<file path="config.mk">
export PLATFORM = sky130hd
export DESIGN_NAME = lvds_rx_word_aligner
export DESIGN_NICKNAME = d
export VERILOG_FILES = /design/src/rtl/lvds_rx_pkg.sv /design/src/rtl/lvds_rx_shift_window.sv /design/src/rtl/lvds_rx_word_aligner.sv
export SDC_FILE = /design/constraint.sdc
export NUM_CORES = 1
export LEC_CHECK = 0
export ABC_AREA = 1
export BUFFER_PORTS_ARGS = -buffer_cell sky130_fd_sc_hd__buf_2
export CORE_UTILIZATION = 45
export DETAILED_ROUTE_END_ITERATION = 8
export PLACE_DENSITY = 0.65
export SYNTH_ARGS = -nofsm -noshare
export SYNTH_HDL_FRONTEND = slang
export SYNTH_SLANG_ARGS = --single-unit
export TNS_END_PERCENT = 50
</file>
<file path="constraint.sdc">
create_clock -name clk -period 2.61 [get_ports clk]
set_clock_uncertainty 0.15 [all_clocks]
set_input_delay 0.522 -clock clk [delete_from_list [all_inputs] [get_ports clk]]
set_output_delay 0.522 -clock clk [all_outputs]
set_load 0.03 [all_outputs]
</file>
<file path="src/rtl/lvds_rx_pkg.sv">
// Shared types and constants for the LVDS receive word aligner.
// Imported by the shift window and the aligner top.
package lvds_rx_pkg;

   typedef enum logic [1:0] {
      HUNT   = 2'd0,
      VERIFY = 2'd1,
      LOCKED = 2'd2
   } rx_state_t;

   localparam logic [9:0] DEFAULT_SYNC_WORD = 10'h2C7;

   // Width of a counter running 0..word_w/2-1, never narrower than one bit.
   function automatic int phase_width(input int word_w);
      return (word_w / 2 <= 2) ? 1 : $clog2(word_w / 2);
   endfunction

endpackage

</file>
<file path="src/rtl/lvds_rx_shift_window.sv">
// Two-bit-per-cycle deserialiser fed by the DDR pad samples.
// Presents the even and odd word windows of the value being shifted in this cycle.
module lvds_rx_shift_window
   import lvds_rx_pkg::*;
#(
   parameter int WORD_W = 10
) (
   input  logic              clk,
   input  logic              rst_n,
   input  logic              en,
   input  logic              din0,
   input  logic              din1,
   output logic [WORD_W-1:0] win0,
   output logic [WORD_W-1:0] win1
);

   logic [2*WORD_W-1:0] sr;
   logic [2*WORD_W-1:0] sr_next;

   // din0 arrived first, so it lands above din1 and the oldest bit ends up as MSB.
   assign sr_next = {sr[2*WORD_W-3:0], din0, din1};

   always_ff @(posedge clk or negedge rst_n) begin
      if (!rst_n) begin
         sr <= '0;
      end else if (en) begin
         sr <= sr_next;
      end
   end

   assign win0 = sr_next[WORD_W-1:0];
   assign win1 = sr_next[WORD_W:1];

endmodule

</file>
<file path="src/rtl/lvds_rx_word_aligner.sv">
// Finds word alignment from a repeated training word, confirms it on word boundaries,
// then emits one aligned word per WORD_W/2 enabled cycles.
module lvds_rx_word_aligner
   import lvds_rx_pkg::*;
#(
   parameter int                WORD_W     = 10,
   parameter logic [WORD_W-1:0] SYNC_WORD  = WORD_W'(DEFAULT_SYNC_WORD),
   parameter int                LOCK_COUNT = 4
) (
   input  logic              clk,
   input  logic              rst_n,
   input  logic              en,
   input  logic              din0,
   input  logic              din1,
   input  logic              align_req,
   output logic [WORD_W-1:0] word_data,
   output logic              word_valid,
   output logic              locked,
   output logic              bit_off
);

   localparam int            PW          = phase_width(WORD_W);
   localparam logic [PW-1:0] PHASE_LAST  = PW'(WORD_W / 2 - 1);
   localparam logic [3:0]    LOCK_TARGET = 4'(LOCK_COUNT);

   rx_state_t         state;
   rx_state_t         state_next;
   logic [PW-1:0]     phase;
   logic [PW-1:0]     phase_inc;
   logic [3:0]        match_cnt;
   logic [WORD_W-1:0] win0;
   logic [WORD_W-1:0] win1;
   logic [WORD_W-1:0] sel_win;
   logic              win0_hit;
   logic              win1_hit;
   logic              sel_hit;
   logic              boundary;
   logic              lock_reached;
   logic              word_load;

   lvds_rx_shift_window #(
      .WORD_W (WORD_W)
   ) u_shift_window (
      .clk   (clk),
      .rst_n (rst_n),
      .en    (en),
      .din0  (din0),
      .din1  (din1),
      .win0  (win0),
      .win1  (win1)
   );

   assign win0_hit     = (win0 == SYNC_WORD);
   assign win1_hit     = (win1 == SYNC_WORD);
   assign sel_win      = bit_off ? win1 : win0;
   assign sel_hit      = (sel_win == SYNC_WORD);
   assign boundary     = en && (phase == PHASE_LAST);
   assign phase_inc    = (phase == PHASE_LAST) ? '0 : phase + PW'(1);
   assign lock_reached = ((match_cnt + 4'd1) == LOCK_TARGET);

   always_ff @(posedge clk or negedge rst_n) begin
      if (!rst_n) begin
         state <= HUNT;
      end else begin
         state <= state_next;
      end
   end

   // align_req overrides everything; otherwise only enabled cycles can move the FSM.
   always_comb begin
      state_next = state;
      if (align_req) begin
         state_next = HUNT;
      end else if (en) begin
         case (state)
            HUNT: begin
               if (win0_hit || win1_hit) begin
                  state_next = VERIFY;
               end
            end
            VERIFY: begin
               if (boundary) begin
                  if (!sel_hit) begin
                     state_next = HUNT;
                  end else if (lock_reached) begin
                     state_next = LOCKED;
                  end
               end
            end
            LOCKED: begin
               state_next = LOCKED;
            end
            default: begin
               state_next = HUNT;
            end
         endcase
      end
   end

   always_comb begin
      locked    = (state == LOCKED);
      word_load = (state == LOCKED) && boundary && !align_req;
   end

   // A hunt hit restarts the phase so the next boundary falls one whole word later.
   always_ff @(posedge clk or negedge rst_n) begin
      if (!rst_n) begin
         phase     <= '0;
         match_cnt <= '0;
         bit_off   <= 1'b0;
      end else if (align_req) begin
         match_cnt <= '0;
         if (en) begin
            phase <= phase_inc;
         end
      end else if (en) begin
         phase <= phase_inc;
         case (state)
            HUNT: begin
               if (win0_hit || win1_hit) begin
                  bit_off   <= !win0_hit;
                  phase     <= '0;
                  match_cnt <= '0;
               end
            end
            VERIFY: begin
               if (boundary) begin
                  match_cnt <= sel_hit ? match_cnt + 4'd1 : 4'd0;
               end
            end
            default: begin
               match_cnt <= match_cnt;
            end
         endcase
      end
   end

   always_ff @(posedge clk or negedge rst_n) begin
      if (!rst_n) begin
         word_data  <= '0;
         word_valid <= 1'b0;
      end else begin
         word_valid <= word_load;
         if (word_load) begin
            word_data <= sel_win;
         end
      end
   end

endmodule

</file>
# Word level (Yosys, flattened, before mapping)
# Cells that the tools add are included.
[totals]
register_bits = 30
inputBits = 6
word_cells = 52
[classes]
n_addsub = 2
n_eq_ne = 10
n_mux = 20
n_bitwise = 1
reduce_logical = 12
[ops]
columns = ["op", "n"]
rows = [
  ["$eq A10 B10 Y1 const B", 3],
  ["$mux W4", 5],
  ["$mux W3", 6],
  ["$mux W2", 6],
  ["$reduce_and A4 Y1", 3],
  ["$mux W10", 1],
  ["$pmux W4 S2", 1],
  ["$ne A3 B3 Y1 const B", 2],
  ["$pmux W2 S3", 1],
  ["$add A4 B1 Y4 const B", 1],
  ["$eq A4 B3 Y1 const B", 1],
  ["$ne A4 B4 Y1 const B", 1],
  ["$add A3 B1 Y3 const B", 1],
  ["$eq A3 B3 Y1 const B", 1],
  ["$logic_and A1 B1 Y1", 3],
  ["$reduce_bool A3 Y1", 1],
  ["$eq A2 B1 Y1 const B", 1],
  ["$eq A2 B2 Y1 const B", 1],
  ["$logic_not A1 Y1", 2],
  ["$logic_not A2 Y1", 1],
  ["$reduce_bool A2 Y1", 1],
  ["$logic_or A1 B1 Y1", 1],
  ["$not A1 Y1", 1],
]

# Logic depth before layout (Yosys ltp)
[logic_depth]
depth_word = 8
depth_mapped = 12
mapped_depth_nobuf = 11

# Modules after synthesis
# From an unflattened synthesis, not the netlist that was laid out.
[hier_totals]
hier_cells = 270
area_unflattened_um2 = 1869.3
[modules_own_cells]
columns = ["mod", "instances", "cells_per_inst", "area_each_um2", "seq_area_each_um2"]
rows = [
  ["lvds_rx_word_aligner", 1, 221, 1445.1, 525.5],
  ["lvds_rx_shift_window", 1, 49, 424.2, 225.2],
]

# Least setup slack after synthesis
# OpenSTA, ideal clock, no wires.
[synth_path]
path_kind = "reg2reg"
startpoint = "register bit_off"
endpoint = "register state[1]"
setup_time_ns = 0.116
t_arrival_ns = 1.378
required_ns = 2.344
setup_slack_ns = 0.966
path_stages_with_launch = 12
path_buffers = 1
synth_period_minus_slack_ns = 1.644
path_cell_list = "dfrtp_1 > inv_2 > buf_6 > nand2_1 > nand2_1 > nand2_1 > nor2_4 > nand3_2 > nor2_1 > nor2_1 > nand2_1 > nand2_1"
[synth_via]
elab_chain_cells = 7
word_cells_on_any_way = 9
cone_classes = "2 x eq/ne; 6 x mux; 1 x reduce/logical"
[synth_lines]
columns = ["item", "line", "source"]
rows = [
  ["start, declared", "lvds_rx_word_aligner.sv:19", "output logic bit_off"],
  ["start signal, assigned", "lvds_rx_word_aligner.sv:121", "bit_off <= !win0_hit;"],
  ["$mux W10 (*)", "lvds_rx_word_aligner.sv:55", "assign sel_win = bit_off ? win1 : win0;"],
  ["$eq A10 B10 Y1 (*)", "lvds_rx_word_aligner.sv:56", "assign sel_hit = (sel_win == SYNC_WORD);"],
  ["$mux W2", "lvds_rx_word_aligner.sv:83", "if (!sel_hit) begin"],
  ["$mux W2", "lvds_rx_word_aligner.sv:82", "if (boundary) begin"],
  ["$pmux W2 S3", "lvds_rx_word_aligner.sv:75", "case (state)"],
  ["$mux W2", "lvds_rx_word_aligner.sv:74", "end else if (en) begin"],
  ["$mux W2", "lvds_rx_word_aligner.sv:72", "if (align_req) begin"],
  ["end signal, assigned", "lvds_rx_word_aligner.sv:65", "state <= state_next;"],
  ["end, declared", "lvds_rx_word_aligner.sv:26", "rx_state_t state;"],
]
# Every way passes the cells marked *; elsewhere a longest branch is shown, timed or not. The select of a mux whose other input is x is not followed.
# A chain may end at the register's enable or synchronous reset.

# Worst setup path in the final report
[layout_path]
startpoint = "register bit_off"
endpoint = "output bit_off"
# No word-level cell between the ends.

==> run_results.csv <==
group,metric,value,unit
status,status,"complete, no violations",
timing,setup_viol,0,
yosys,synth_compound_area_share,9.04,%
yosys,synthTopCellsByArea,"dfrtp_1, nand2_1, inv_1",
global_route,grt_pass1_wl,5950,um
yosys,yosys.area_share.simple,35.0,%
timing,period_share,72.7,%
yosys,synth_top_area_share,44.1,%
timing,drv_slew,0,
global_route,grt_max_degree,31,
cells_and_area,layout.nets,258,
yosys,muxShareOfSynthArea,0,%
placement,place_ws,0.666,ns
setup_path,critPathMaxFanout,16,
detailed_routing,final_antenna_net_count,0,
timing,worst_hold_slack,0.115,ns
timing,finalSetupTns,0,ns
timing,fin_ws,0.712,ns
flow_run,maxCapViolCount,0,
cells_and_area,syn2layout_area_growth,13.0,%
placement,gp_congestion,0.807,
setup_path,crit_type,"flip-flop to output pin",
yosys,synth_area_per_cell,7.44,um2
clock_network,cts_inserted_buffers,5,
floorplanning,die_w,63.5,um
timing,slew-limit-headroom,55.8,%
setup_path,path_buf_inv,1,
floorplanning,dieHeight,63.5,um
clock_network,clockBufferDepth,2,
timing,rsz0062_at_grt,"no",
cells_and_area,stdcell_count,295,
clock_network,ctsHtreeMaxLevel,2,
detailed_routing,dr_total_vias,1392,
yosys,synth_seq_area_share,44.1,%
clock_network,cts_tree,"yes",
clock_network,clock_latency,0.28,ns
floorplanning,io_pins,19,
clock_network,cts.sinks,30,
setup_path,critPathMaxStageDelay,0.65,ns
yosys,ys_seq_elements,30,
global_route,grt_pass1_vias,1300,
yosys,synth_fa_ha_area_share,2.94,%
timing,finalHoldViolations,0,
power_and_ir_drop,ir_drop,0.285,mV
power_and_ir_drop,p_leak,1.06,nW
timing,fmax,0.527,GHz
clock_network,clock-root-buffer,"clkbuf_8",
placement,dp.cells,287,
timing,worstMarginPinSlew,0.664,ns
detailed_routing,wl_per_cell,11.1,um
yosys,syn_nets,239,
clock_network,cts_hold_buf,0,
placement,io_buffers,18,
placement,hpwl,2440,um
yosys,synth.largest_area_cell,"dfrtp_1",
yosys,syn_area,1700,um2
detailed_routing,drc,0,
yosys,synth_top_family_by_area,"simple AND/OR/NAND/NOR gates",
global_route,grt_overflow,0,
detailed_routing,via_per_inst,4.72,
floorplanning,fp-row-count,21,
global_route,antenna_found_initial,0,
setup_path,end_kind,"output pin",
clock_network,clk_pin_slew,0.07,ns
power_and_ir_drop,power.density,622,nW/um2
cells_and_area,fillers,352,
setup_path,crit_path_cell_trace,"buf_2",
detailed_routing,dr.pass1.iters,4,
timing,period_needed,1.90,ns
yosys,synthCells,229,
floorplanning,dieArea,4030,um2
yosys,synth_cell_types,25,
yosys,ys_warn_count,0,
min_path,hold_path_class,"input pin to asynchronous set/reset pin",
clock_network,cts_resized,0,
floorplanning,core,3470,um2
setup_path,startpoint_type,"flip-flop",
setup_path,arrival,1.23,ns
setup_path,cp_top_family,"flip-flops",
global_route,gr-usage-all-layers,19.4,%
detailed_routing,drt_first_iter_violations,75,
yosys,synth-xor-area-share,0,%
setup_path,cpMaxStageDelayCell,"dfrtp_1",
floorplanning,start_util,49.1,%
clock_network,cts_setup_buffers,0,
cells_and_area,drive_gt1_share,18.1,%
detailed_routing,wl,3280,um
cells_and_area,diodes,0,
setup_path,critPathRequiredTime,1.94,ns
==> per-stage QoR <==
stage / utilization [%] / total power [mW] / cell area [um2]
after floorplan: - / 0.689 / 1700
after global placement: 52.3 / 0.741 / 1820
after detailed placement: 52.3 / 0.747 / 1820
after CTS: 55.5 / 1.21 / 1920
after global routing: 55.5 / 1.27 / 1920
final: 55.5 / 1.20 / 1920
==> sequential cells by signal, indices dropped and copies added (netlist names) <==
register,flops
word_valid,1
word_data,10
match_cnt,4
phase,3
state,2
bit_off,1
u_shift_window.sr,9
==> final timing paths <==
check                      depth (start not counted)    startpoint            to  slack, ns
hold / removal                                     1         rst_n  word_data[0]       0.11
hold reg to reg                                    2  word_data[6]  word_data[6]       0.33
min in group clk                                   2  word_data[6]  word_data[6]       0.33
setup / recovery                                   1       bit_off       bit_off       0.71
setup reg to reg                                  10       bit_off      state[1]       0.76
max in group asynchronous                          1         rst_n  match_cnt[3]       1.77
==> Yosys cell counts, drive strengths merged <==
| cell | number |
|---|---|
| buf | 3 |
| nor2 | 22 |
| o21a | 1 |
| clkbuf | 4 |
| inv | 29 |
| or2 | 1 |
| nand3 | 13 |
| nand2 | 88 |
| a31oi | 5 |
| a21oi | 4 |
| dfrtp | 30 |
| o21ai | 19 |
| nand4 | 5 |
| nor3 | 1 |
| ha | 4 |
==> report_power, final <==
part	switching (mW)	leakage (nW)	internal, mW
logic	0.130	0.604	0.0658
registers	0.0318	0.394	0.508
clock network	0.182	0.0579	0.281
==> final cells by class <==
class                           instances  area [um2]  area share (%)
Tap cell                               46        57.6            2.99
Clock buffer                            5        68.8            3.58
Inverter                               29         109            5.66
Timing Repair Buffer                   19        97.6            5.07
Sequential cell                        30         751            39.0
Clock inverter                          3        40.0            2.08
Multi-Input combinational cell        163         801            41.6
==> layout by cell type (no fill, tap or decap) <==
master,n
or2_2,1
nand4_2,1
o21ai_0,18
clkinv_2,2
o21ai_1,1
nor3_1,1
nand3_4,1
ha_1,4
clkbuf_8,5
nand2_4,1
buf_2,18
bufinv_16,1
a21oi_1,4
o21a_1,1
buf_4,1
nor2_1,18
dfrtp_1,30
a31oi_1,5
nand3_1,11
inv_2,1
nand2_2,8
nand4_1,4
nand3_2,1
nor2_4,3
nor2_2,1
nand2_1,79
inv_1,28
==> per-layer routing <==
metal  vias up  share of wire [%]  track usage [%]
li1        756                  -                -
met3         6                3.0             4.89
met5         -                  0                0
met2        16                 42             27.8
met1       614                 53             26.9
met4         0                2.0             9.38
==> logic make-up (layout without fill, tap and decap cells) <==
| family | count (synthesis) | in the layout |
|---|---|---|
| fa+ha+maj | 4 | 4 |
| compound gates | 29 | 29 |
| flops | 30 | 30 |
| simple gates | 130 | 130 |
| buf+inv | 36 | 56 |
Note: power is estimated with default switching activity, not from simulation.
